File: src/rtl/fetch_sequencer.sv
// Instruction fetch sequencer: owns the PC, issues one imem request at a time,
// buffers responses in a 2-entry FIFO for decode, and handles redirect flushes.
module fetch_sequencer #(
  parameter logic [63:0] RESET_PC = 64'h0,
  parameter int unsigned PC_STEP  = 4
) (
  input  logic        clk,
  input  logic        rst,
  input  logic        redirect_valid,
  input  logic [63:0] redirect_pc,
  output logic        imem_req,
  output logic [63:0] imem_addr,
  input  logic        imem_ack,
  input  logic [31:0] imem_rdata,
  output logic        if_valid,
  output logic [63:0] if_pc,
  output logic [31:0] if_instr,
  input  logic        if_ready
);

  typedef enum logic [1:0] {BOOT, FETCH, HOLD, FLUSH} state_t;

  typedef struct packed {
    logic [63:0] pc;
    logic [31:0] instr;
  } fetch_ent_t;

  state_t      state_q;
  logic [63:0] pc_q;
  logic        req_q;
  logic [63:0] addr_q;
  fetch_ent_t  ent_q [2];
  logic [1:0]  count_q;

  logic        ack_take;
  logic        pop;
  logic        push;
  logic [1:0]  count_d;
  logic [1:0]  wr_pos;
  logic [63:0] pc_inc;
  logic [63:0] redir_pc;
  logic        redir_pc_unused;

  // Ack only means something while a request is actually on the bus.
  assign ack_take = req_q && imem_ack;
  assign pop      = (count_q != 2'd0) && if_ready;
  assign push     = (state_q == FETCH) && ack_take && !redirect_valid;
  assign count_d  = count_q - {1'b0, pop} + {1'b0, push};
  assign wr_pos   = count_q - {1'b0, pop};
  assign pc_inc   = pc_q + 64'(PC_STEP);
  assign redir_pc = {redirect_pc[63:2], 2'b00};
  assign redir_pc_unused = ^redirect_pc[1:0];

  assign imem_req  = req_q;
  assign imem_addr = addr_q;
  assign if_valid  = (count_q != 2'd0);
  assign if_pc     = ent_q[0].pc;
  assign if_instr  = ent_q[0].instr;

  // FIFO storage: entry 0 is always the head; pop shifts entry 1 down.
  always_ff @(posedge clk or negedge rst) begin
    if (!rst) begin
      ent_q[0] <= '0;
      ent_q[1] <= '0;
      count_q  <= 2'd0;
    end else if (redirect_valid) begin
      count_q <= 2'd0;
    end else begin
      if (pop)
        ent_q[0] <= ent_q[1];
      if (push) begin
        if (wr_pos[0]) ent_q[1] <= '{pc: pc_q, instr: imem_rdata};
        else           ent_q[0] <= '{pc: pc_q, instr: imem_rdata};
      end
      count_q <= count_d;
    end
  end

  always_ff @(posedge clk or negedge rst) begin
    if (!rst) begin
      state_q <= BOOT;
      pc_q    <= RESET_PC;
      req_q   <= 1'b0;
      addr_q  <= RESET_PC;
    end else if (redirect_valid) begin
      pc_q <= redir_pc;
      // An un-acked request must still complete on the bus before we can reissue.
      if ((state_q == FETCH || state_q == FLUSH) && !ack_take) begin
        state_q <= FLUSH;
      end else begin
        state_q <= FETCH;
        req_q   <= 1'b1;
        addr_q  <= redir_pc;
      end
    end else begin
      case (state_q)
        BOOT: begin
          state_q <= FETCH;
          req_q   <= 1'b1;
          addr_q  <= pc_q;
        end
        FETCH: begin
          if (ack_take) begin
            pc_q   <= pc_inc;
            addr_q <= pc_inc;
            if (count_d < 2'd2) begin
              req_q <= 1'b1;
            end else begin
              state_q <= HOLD;
              req_q   <= 1'b0;
            end
          end
        end
        HOLD: begin
          if (count_d < 2'd2) begin
            state_q <= FETCH;
            req_q   <= 1'b1;
            addr_q  <= pc_q;
          end
        end
        FLUSH: begin
          if (ack_take) begin
            state_q <= FETCH;
            req_q   <= 1'b1;
            addr_q  <= pc_q;
          end
        end
        default: begin
          state_q <= BOOT;
          req_q   <= 1'b0;
        end
      endcase
    end
  end

endmodule
File: config.mk
export PLATFORM = sky130hd
export DESIGN_NAME = fetch_sequencer
export DESIGN_NICKNAME = d
export VERILOG_FILES = /design/src/rtl/fetch_sequencer.sv
export SDC_FILE = /design/constraint.sdc
export NUM_CORES = 1
export LEC_CHECK = 0
export ABC_AREA = 1
export CORE_ASPECT_RATIO = 0.8
export CORE_UTILIZATION = 54
export DETAILED_ROUTE_END_ITERATION = 7
export DONT_BUFFER_PORTS = 1
export PLACE_DENSITY = 0.69
export SETUP_SLACK_MARGIN = 0.2
export SLEW_MARGIN = 20
export SYNTH_ARGS = -nofsm -noshare
export SYNTH_HDL_FRONTEND = slang
export SYNTH_SLANG_ARGS = --single-unit
File: constraint.sdc
create_clock -name clk -period 2.6 [get_ports clk]
set_input_delay 0.52 -clock clk [delete_from_list [all_inputs] [get_ports clk]]
set_output_delay 0.52 -clock clk [all_outputs]
set_load 0.005 [all_outputs]
==> results.sh, run 1 <==
export IMPL_clock_sinks=320
export IMPL_synth_nets=2284
export IMPL_drive_above_1_share_pct=7.17
export IMPL_leakagePower_nw=7.97
export IMPL_dr_total_vias=14500
export IMPL_clock_latency_ns=0.53
export IMPL_grt_max_degree=321
export IMPL_vias_per_cell=5.84
export IMPL_dp_hpwl_um=34600
export IMPL_antenna_left=0
export IMPL_async_reset_ff_share_pct=100
export IMPL_worstSetupPathType="reg -> reg"
export IMPL_synth_area_per_cell_um2=7.82
export IMPL_portBuffers=0
export IMPL_slew_headroom_pct=50.1
export IMPL_worst_path_max_fanout=16
export IMPL_p_sw_share_pct=39.6
export IMPL_combPwrFrac_pct=32.0
export IMPL_drt_wl_total_um=50800
export IMPL_synth_area_leaders="dfrtp_1, nand2_1, o21ai_0"
export IMPL_antenna_found_initial=1
export IMPL_setup_violations=0
export IMPL_yosysTopAreaCellShare_pct=47.0
export IMPL_clk_path_buf_depth=3
export IMPL_p_clk_share_pct=23.9
export IMPL_syn_inst=2180
export IMPL_first_pass_iters=7
export IMPL_drv_slew=0
export IMPL_rsz0062_at_grt="yes"
export IMPL_peakVddDrop_uv=528
export IMPL_rows=57
export IMPL_start_util_pct=55.6
export IMPL_critPathCaptureType="flip-flop"
export IMPL_start_kind="flip-flop"
export IMPL_p_sw_w=0.00821
export IMPL_synthTopCellsByCount="nand2_1, dfrtp_1, nor2_1"
export IMPL_cts_buffers=34
export IMPL_cts_tree="done"
export IMPL_yosys_warnings=0
export IMPL_crit_arrival_ns=2.68
export IMPL_required_ns=3.01
export IMPL_powerDensity_nw_per_um2=1160
export IMPL_synth_flop_cell="dfrtp_1"
export IMPL_r2r_slack_ns=0.33
export IMPL_wl_per_cell_um=20.5
export IMPL_grt_pass1_wl_um=78900
export IMPL_intPower_w=0.0125
export IMPL_yosysMostFrequentCell="nand2_1"
export IMPL_synthToLayoutAreaGrowth_pct=5.23
export IMPL_h_tree_depth=2
export IMPL_fin_nets=2145
export IMPL_drt_initial_drc_count=1481
export IMPL_max_freq_mhz=441
export IMPL_root_buffer="clkbuf_16"
export IMPL_holdWs_ns=-0.306
export IMPL_fin_crit_sh_pct=87.2
export IMPL_maxCapViolCount=0
export IMPL_syn_area_um2=17000
export IMPL_hp_class="in -> async"
export IMPL_clkTransAtPathRegs_ns=0.06
export IMPL_yosys_cell_types_count=35
export IMPL_worst_pin_slew_ns=0.748
export IMPL_grt_remaining_overflow=0
export IMPL_synth_enable_flop_cells=0
export IMPL_core_area_um2=30700
export IMPL_ys_ff_latch=320
export IMPL_gp_congestion=0.957
export IMPL_period_minus_slack_ns=2.27
export IMPL_grt_pass1_vias=13600
export IMPL_dieArea_um2=32300
export IMPL_final_util_pct=58.5
export IMPL_final_setup_skew_ns=0.0152
export IMPL_violations="negative hold slack"
export IMPL_io_pins=263
export IMPL_dieHeight_um=161
export IMPL_grt_use_total_pct=31.2
export IMPL_status="finished with violations"
export IMPL_die_x_um=201
export IMPL_seqPwrFrac_pct=44.1
export IMPL_hold_viol=320
export IMPL_synth_top_area_cell="dfrtp_1"
export IMPL_yosysSeqAreaShare_pct=47.0
export IMPL_drc=0
==> power groups by stage <==
stage	Clock [W]	Combinational, W	Sequential, W
after global routing	0.00522	0.00751	0.00938
after CTS	0.00504	0.00646	0.00913
after detailed placement	0	0.00639	0.00919
final	0.00496	0.00664	0.00914
after global placement	0	0.00612	0.00913
after floorplan	0	0.00610	0.00835
==> cells by family (layout without fill, tap and decap cells) <==
logic type | Yosys count | after routing | synth area share [%]
AND/OR/NAND/NOR | 904 | 904 | 21.4
AO/OA/AOI/OAI | 511 | 511 | 18.2
buffers and inverters | 415 | 300 | 11.9
flip-flops | 320 | 320 | 47.0
XOR/XNOR | 27 | 27 | 1.39
adder cells (fa/ha/maj) | 3 | 3 | 0.220
other | 0 | 1 | 0
==> final cells by class <==
| cell class | instances | area, um^2 |
|---|---|---|
| fill | 2890 | 12700 |
| sequential | 320 | 8010 |
| multi-input combinational | 1445 | 7060 |
| clock buffer | 51 | 1030 |
| inverter | 205 | 777 |
| tap | 413 | 517 |
| timing repair buffer | 35 | 434 |
| clock inverter | 9 | 103 |
| antenna | 1 | 2.50 |
==> routing by layer <==
layer	wire (um)	track usage [%]
met2	21400	44.7
met3	5160	8.16
met4	1030	8.15
met5	0	0
met1	23200	46.7
==> worst paths after layout <==
path                       cells after the start            end             from
min                                            0   if_instr[11]              rst
max                                           13  imem_addr[35]       count_q[0]
max reg2reg                                   13  imem_addr[35]       count_q[0]
max in group asynchronous                      0      ent_q[78]              rst
min in group clk                               2       pc_q[40]  redirect_pc[40]
min reg2reg                                    2      ent_q[12]        ent_q[12]
==> cells in the final DEF, fill, tap and decap left out, types with 2 or more instances in the layout <==
master and count:
a31oi_1 11, buf_4 22, clkinv_2 5, xor2_1 27, nand2_4 5, inv_2 3, o22ai_1 16, bufinv_16 2
nor2_4 2, nand2_1 458, a211oi_2 35, o211ai_1 55, inv_1 199, clkbuf_16 37, dfrtp_1 319, a22oi_1 21
clkbuf_1 7, nor2_2 5, inv_6 3, nor2_1 303, a21oi_1 80, clkbuf_8 9, nand3_1 57, o21ai_1 11
nand2_2 2, nand4_1 17, buf_12 9, nor2_8 2, o21ai_0 261, a211oi_1 16, nor3_1 52
==> worst max-delay path, stage by stage, from the launching register on <==
cell and delay (ns):
dfrtp_1 0.39, o21a_1 0.26, ha_4 0.31, inv_2 0.05
ha_1 0.19, nand2_1 0.07, nand2_1 0.09, nor2_4 0.13
nand2_2 0.09, nand2_4 0.14, inv_6 0.08, clkbuf_16 0.19
nor2_1 0.12, a21oi_1 0.06
==> what timing repair did <==
item / CTS / global route
cloned: 0 / 2
resized for setup: 5 / 11
buffers inserted: 0 / 0
hold endpoints to repair: 320 / 320
pin swaps: 1 / 0
setup endpoints to repair: 61 / 70
==> through the flow <==
stage / setup WS, ns / total power, W / instance area [um^2] / cells / setup TNS (ns)
floorplan: 0.302 / 0.0144 / 17000 / 2180 / 0
global placement: 0.0623 / 0.0153 / 16700 / 2416 / 0
detailed placement: -0.0623 / 0.0156 / 16700 / 2416 / -0.557
CTS: 0.216 / 0.0206 / 17800 / 2476 / 0
global route: 0.179 / 0.0221 / 17900 / 2479 / 0
finish: 0.333 / 0.0207 / 17900 / 2479 / 0
==> sequential cells by signal, summed over array words and instances (netlist names) <==
register,count
if_instr,32
count_q,2
imem_addr,63
ent_q,94
pc_q,62
state_q,2
imem_req,1
if_pc,64
(Power assumes the default switching activity.)
==> inputs of run 2 (changes only) <==
Settings changed: ABC_AREA 1 to 0, CTS_CLUSTER_SIZE from default to 14.
==> run 2 against run 1 <==
Compared with the run above: the flow still finishes with violations (negative hold slack); clock-buffer cell count unchanged; clock power grew 4.4%; global-route usage decreased by 3.5 points; die area decreased by 1.1%; routed wire length decreased by 9.6%; sequential cell count unchanged; critical path type unchanged; largest cell class unchanged; largest power group unchanged.
==> results.sh, run 2 <==
export IMPL_gp_congestion=0.885
export IMPL_nFillCells=2440
export IMPL_core_area_um2=30500
export IMPL_mostFrequentLayoutCell="dfrtp_1"
export IMPL_final_area_um2=19000
export IMPL_start_util_pct=55.2
export IMPL_critPathCaptureType="flip-flop"
export IMPL_fin_nets=1690
export IMPL_die_x_um=199
export IMPL_hp_class="in -> async"
export IMPL_clk_path_buf_depth=3
export IMPL_start_kind="flip-flop"
export IMPL_antennaDiodeCount=0
export IMPL_cts_buffers=35
export IMPL_dieHeight_um=160
export IMPL_worstSetupPathType="reg -> reg"
export IMPL_syn_inst=1673
export IMPL_violations="negative hold slack"
export IMPL_largest_register_ff_count=94
export IMPL_async_reset_ff_share_pct=100
export IMPL_synth_nets=1777
export IMPL_synth_area_leaders="dfrtp_1, mux2_2, mux2i_1"
export IMPL_wl_per_cell_um=22.7
export IMPL_required_ns=3.04
export IMPL_syn_area_um2=16800
export IMPL_maxCapViolCount=0
export IMPL_grt_pass1_wl_um=69200
export IMPL_synth_top_area_cell="dfrtp_1"
export IMPL_grt_remaining_overflow=0
export IMPL_leakagePower_nw=7.47
export IMPL_yosysMostFrequentCell="dfrtp_1"
export IMPL_placed_area_um2=16800
export IMPL_crit_arrival_ns=2.93
export IMPL_p_total_w=0.0199
export IMPL_synth_area_per_cell_um2=10.1
export IMPL_yosysSeqAreaShare_pct=47.5
export IMPL_slew_headroom_pct=62.2
export IMPL_portBuffers=0
export IMPL_antenna_found_initial=1
export IMPL_dieArea_um2=31900
export IMPL_max_freq_mhz=402
export IMPL_grt_max_degree=321
export IMPL_clock_latency_ns=0.53
export IMPL_synth_enable_flop_cells=0
export IMPL_vias_per_cell=6.02
export IMPL_holdWs_ns=-0.308
export IMPL_final_cell_mix="dfrtp_1, nand2_1, o21ai_0"
export IMPL_setup_violations=0
export IMPL_synthToLayoutAreaGrowth_pct=12.6
export IMPL_status="finished with violations"
export IMPL_pre_cts_ws_ns=-0.133
export IMPL_worst_path_max_fanout=6
export IMPL_dp_hpwl_um=29400
export IMPL_io_pins=263
export IMPL_cts_tree="done"
export IMPL_grt_pass1_vias=12000
export IMPL_synthTopCellsByCount="dfrtp_1, nand2_1, o21ai_0"
export IMPL_yosys_warnings=0
export IMPL_drt_initial_drc_count=863
export IMPL_antenna_left=0
export IMPL_drt_wl_total_um=45900
export IMPL_drive_above_1_share_pct=24.8
export IMPL_powerDensity_nw_per_um2=1050
export IMPL_rsz0062_at_grt="yes"
export IMPL_peakVddDrop_uv=595
export IMPL_root_buffer="clkbuf_16"
export IMPL_ys_ff_latch=320
export IMPL_first_pass_iters=5
export IMPL_clkTransAtPathRegs_ns=0.06
export IMPL_period_minus_slack_ns=2.49
export IMPL_synth_flop_cell="dfrtp_1"
export IMPL_grt_use_total_pct=27.7
export IMPL_drc=0
export IMPL_fin_crit_sh_pct=95.6
export IMPL_hold_viol=320
export IMPL_yosys_cell_types_count=64
export IMPL_dr_total_vias=12200
export IMPL_h_tree_depth=2
export IMPL_largest_register="ent_q"
export IMPL_worst_slack_ns=0.115
export IMPL_final_setup_skew_ns=0.0142
export IMPL_drv_slew=0
export IMPL_yosysTopAreaCellShare_pct=47.5
export IMPL_clock_sinks=320
export IMPL_worst_pin_slew_ns=0.567
export IMPL_finalSetupTns_ns=0
export IMPL_rows=57
## run 2: cell types whose count changed after synthesis, moves of 35 or more
cell      before  now
nor2_1       305   93
inv_1        200   11
o21ai_0      261  156
mux2i_1        0  100
xnor2_1        0   73
nand2_1      461  220
a211oi_2      35    0
a21oi_1       80   32
o211ai_1      55   15
mux2_2         0  112
## run 2: power by group
group	switching [W]	leakage (nW)	internal, W
clock network	0.00207	0.591	0.00311
logic	0.00296	3.01	0.00303
registers	0.00175	3.87	0.00698
total	0.00678	7.47	0.0131
## run 2: path summary, 6_finish.rpt
kind,startpoint,to,slack [ns],cells after the start
worst min register to register,ent_q[69],ent_q[69],0.51,1
worst max register to register,count_q[0],imem_addr[31],0.11,14
worst min-delay path,rst,if_pc[47],-0.31,0
worst max-delay path,count_q[0],imem_addr[31],0.11,14
max in group asynchronous,rst,pc_q[14],2.39,0
min in group clk,imem_rdata[31],if_instr[31],0.11,2
## run 2: kinds of logic after synthesis
group,count (synthesis),share of synthesized area [%]
adder cells (fa/ha/maj),3,0.223
buffers and inverters,254,8.51
XOR/XNOR,102,5.38
flip-flops,320,47.5
multiplexers,212,13.4
AO/OA/AOI/OAI,282,9.78
AND/OR/NAND/NOR,500,15.1
## run 2: timing repair
action | 4_1_cts | 5_1_grt
cloned | 3 | 12
hold endpoints to repair | 320 | 320
buffers inserted | 4 | 15
setup endpoints to repair | 65 | 66
pin swaps | 6 | 22
gates resized for setup | 34 | 94
## run 2: per-stage QoR
step                util, %  instances
finish                 62.1       2024
global route           62.1       2024
CTS                    59.8       1997
detailed placement     55.2       1928
global placement       55.2       1928
floorplan                 -       1673
## run 2: critical path, cell delays in order (launching register included)
cell and delay, ns:
dfrtp_1 0.38, or2_4 0.25, nand2_2 0.07, inv_2 0.04, ha_4 0.27, inv_4 0.04
ha_4 0.14, xnor3_1 0.24, nor2_4 0.06, a22oi_2 0.20, buf_6 0.22, buf_12 0.14
clkbuf_16 0.15, nor2_4 0.03, a221oi_2 0.16
## run 2: per-layer routing
| metal | up-vias | track usage, % | share of wire, % |
|---|---|---|---|
| met5 | - | 0 | 0 |
| met2 | 429 | 43.0 | 46 |
| li1 | 5524 | - | - |
| met4 | 0 | 7.56 | 1.9 |
| met3 | 69 | 7.14 | 8.3 |
| met1 | 6168 | 38.5 | 43 |
## run 2: final cells by class
cell class | instances | area (um^2) | share of cell area [%]
Sequential cell | 320 | 8010 | 42.2
Multi-Input combinational cell | 1099 | 7870 | 41.5
Timing Repair Buffer | 118 | 1330 | 6.99
Clock buffer | 51 | 1050 | 5.53
Tap cell | 413 | 517 | 2.72
Clock inverter | 11 | 144 | 0.759
Inverter | 12 | 50.0 | 0.264
==> inputs of run 3 (changes only) <==
Settings changed: RECOVER_POWER from default to 25, REMOVE_ABC_BUFFERS from default to 1.
==> run 3 against run 2 <==
Compared with the run above: the flow still finishes with violations (negative hold slack); clock-buffer cell count is 6 higher; critical path type unchanged; via count is 1.2% lower; design area is 0.94% lower; first-iteration DRC count is 1.9% lower; routed wire length is 1.4% lower; setup slack worse by 0.027 ns; core utilization is 0.58 points lower; sequential share of layout area is 0.39 points higher; clock power is 3% lower.
==> results.sh, run 3 (synthesis gave the netlist of run 2 again) <==
export IMPL_timing_rr_end="imem_addr[60]"
export IMPL_die_x_um=199
export IMPL_wl_per_cell_um=22.4
export IMPL_h_tree_depth=2
export IMPL_antenna_found_initial=2
export IMPL_rows=57
export IMPL_startpoint="count_q[1]"
export IMPL_io_pins=263
export IMPL_synthToLayoutAreaGrowth_pct=11.5
export IMPL_dieArea_um2=31900
export IMPL_vias_per_cell=5.96
export IMPL_largest_register="ent_q"
export IMPL_antenna_left=0
export IMPL_root_buffer="clkbuf_16"
export IMPL_slew_headroom_pct=11.6
export IMPL_fin_crit_sh_pct=96.6
export IMPL_hold_viol=320
export IMPL_peakVddDrop_uv=676
export IMPL_clkTransAtPathRegs_ns=0.06
export IMPL_rsz0062_at_grt="yes"
export IMPL_period_minus_slack_ns=2.51
export IMPL_final_util_pct=61.5
export IMPL_clock_sinks=320
export IMPL_p_total_w=0.0196
export IMPL_portBuffers=0
export IMPL_grt_max_degree=321
export IMPL_largest_register_ff_count=94
export IMPL_max_freq_mhz=398
export IMPL_cts_tree="done"
export IMPL_critPathCaptureType="flip-flop"
export IMPL_clk_path_buf_depth=3
export IMPL_holdWs_ns=-0.308
export IMPL_status="finished with violations"
export IMPL_violations="negative hold slack"
export IMPL_drc=0
export IMPL_gp_congestion=0.853
export IMPL_drt_wl_total_um=45300
export IMPL_final_setup_skew_ns=0.0120
export IMPL_grt_pass1_vias=11800
export IMPL_first_pass_iters=5
export IMPL_finalSetupTns_ns=0
export IMPL_reg2reg_depth=14
export IMPL_crit_arrival_ns=2.95
export IMPL_timing_rr_start="count_q[1]"
export IMPL_powerDensity_nw_per_um2=1040
export IMPL_hp_class="in -> async"
export IMPL_drive_above_1_share_pct=23.6
export IMPL_core_area_um2=30500
export IMPL_grt_remaining_overflow=0
export IMPL_drv_slew=0
export IMPL_grt_use_total_pct=27.7
export IMPL_start_kind="flip-flop"
export IMPL_mostFrequentLayoutCell="dfrtp_1"
export IMPL_r2r_slack_ns=0.09
export IMPL_leakagePower_nw=7.38
export IMPL_clock_latency_ns=0.53
export IMPL_required_ns=3.04
export IMPL_fin_nets=1687
export IMPL_worst_pin_slew_ns=1.33
export IMPL_cts_buffers=36
export IMPL_dr_total_vias=12000
export IMPL_worstSetupPathType="reg -> reg"
export IMPL_drt_initial_drc_count=847
export IMPL_final_cell_mix="dfrtp_1, nand2_1, o21ai_0"
export IMPL_cp_endpoint="imem_addr[60]"
export IMPL_worst_path_max_fanout=7
export IMPL_grt_pass1_wl_um=68300
export IMPL_maxCapViolCount=0
export IMPL_dp_hpwl_um=29000
export IMPL_start_util_pct=55.2
export IMPL_dieHeight_um=160
export IMPL_setup_violations=0
==> run 3: cell count changes in the layout (fill, tap and decap cells not counted), sizes merged <==
cell / before / now
clkbuf: 59 / 62
buf: 110 / 109
bufinv: 3 / 1
clkinv: 7 / 3
diode: 0 / 2
==> run 3: worst min path at each step <==
| stage | end | slack (ns) | depth (start not counted) |
|---|---|---|---|
| 4_1_cts | if_pc[0] | -0.33 | 0 |
| 3_3_place_gp | if_pc[0] | 0.23 | 0 |
| 6_report | if_pc[7] | -0.31 | 0 |
| 2_1_floorplan | count_q[0] | 0.22 | 0 |
| 3_5_place_dp | if_pc[0] | 0.23 | 0 |
| 5_1_grt | if_pc[7] | -0.33 | 0 |
==> run 3: critical path: stages, from the launching register on <==
cell     delay [ns]
dfrtp_1        0.38
or2_4          0.26
nand2_2        0.07
inv_2          0.05
ha_4           0.27
inv_4          0.04
ha_4           0.14
xnor3_1        0.24
nor2_4         0.06
a22oi_2        0.21
buf_6          0.21
buf_12         0.14
o311a_1        0.18
a21oi_2        0.04
a31oi_1        0.14
==> run 3: routing by layer <==
metal	wire (um)	GRT usage, %	up-vias
met5	0	0	-
met4	791	6.49	0
met3	4410	9.00	61
met2	20600	42.3	405
met1	19500	38.2	6064
li1	-	-	5516
==> run 3: metrics by stage <==
| step | instances | hold WS [ns] | cell area (um^2) | setup WS [ns] |
|---|---|---|---|---|
| floorplan | 1431 | 0.224 | 15500 | -4.44 |
| global placement | 1929 | 0.231 | 16800 | -0.0185 |
| detailed placement | 1929 | 0.230 | 16800 | -0.0544 |
| CTS | 1999 | -0.327 | 18100 | 0.123 |
| global route | 2020 | -0.334 | 18800 | -0.0469 |
| finish | 2022 | -0.308 | 18800 | 0.0872 |
==> run 3: area by class of cell <==
cell class / instances / area [um^2]
Tap cell: 413 / 517
Inverter: 12 / 47.5
Sequential cell: 320 / 8010
Clock inverter: 5 / 56.3
Fill cell: 2553 / 11700
Multi-Input combinational cell: 1099 / 7790
Clock buffer: 57 / 1090
Antenna cell: 2 / 5.00
Timing Repair Buffer: 114 / 1270
==> run 3: timing repair <==
item / 4_1_cts / 5_1_grt
resized for setup: 30 / 97
hold endpoints to repair: 320 / 320
pin swaps: 11 / 29
buffers inserted: 6 / 15
gates cloned: 2 / 6
endpoints found under the setup margin: 62 / 89
==> run 3: where the power goes <==
group	internal (W)	switching, W
clock	0.00297	0.00203
sequential	0.00698	0.00171
combinational	0.00297	0.00296
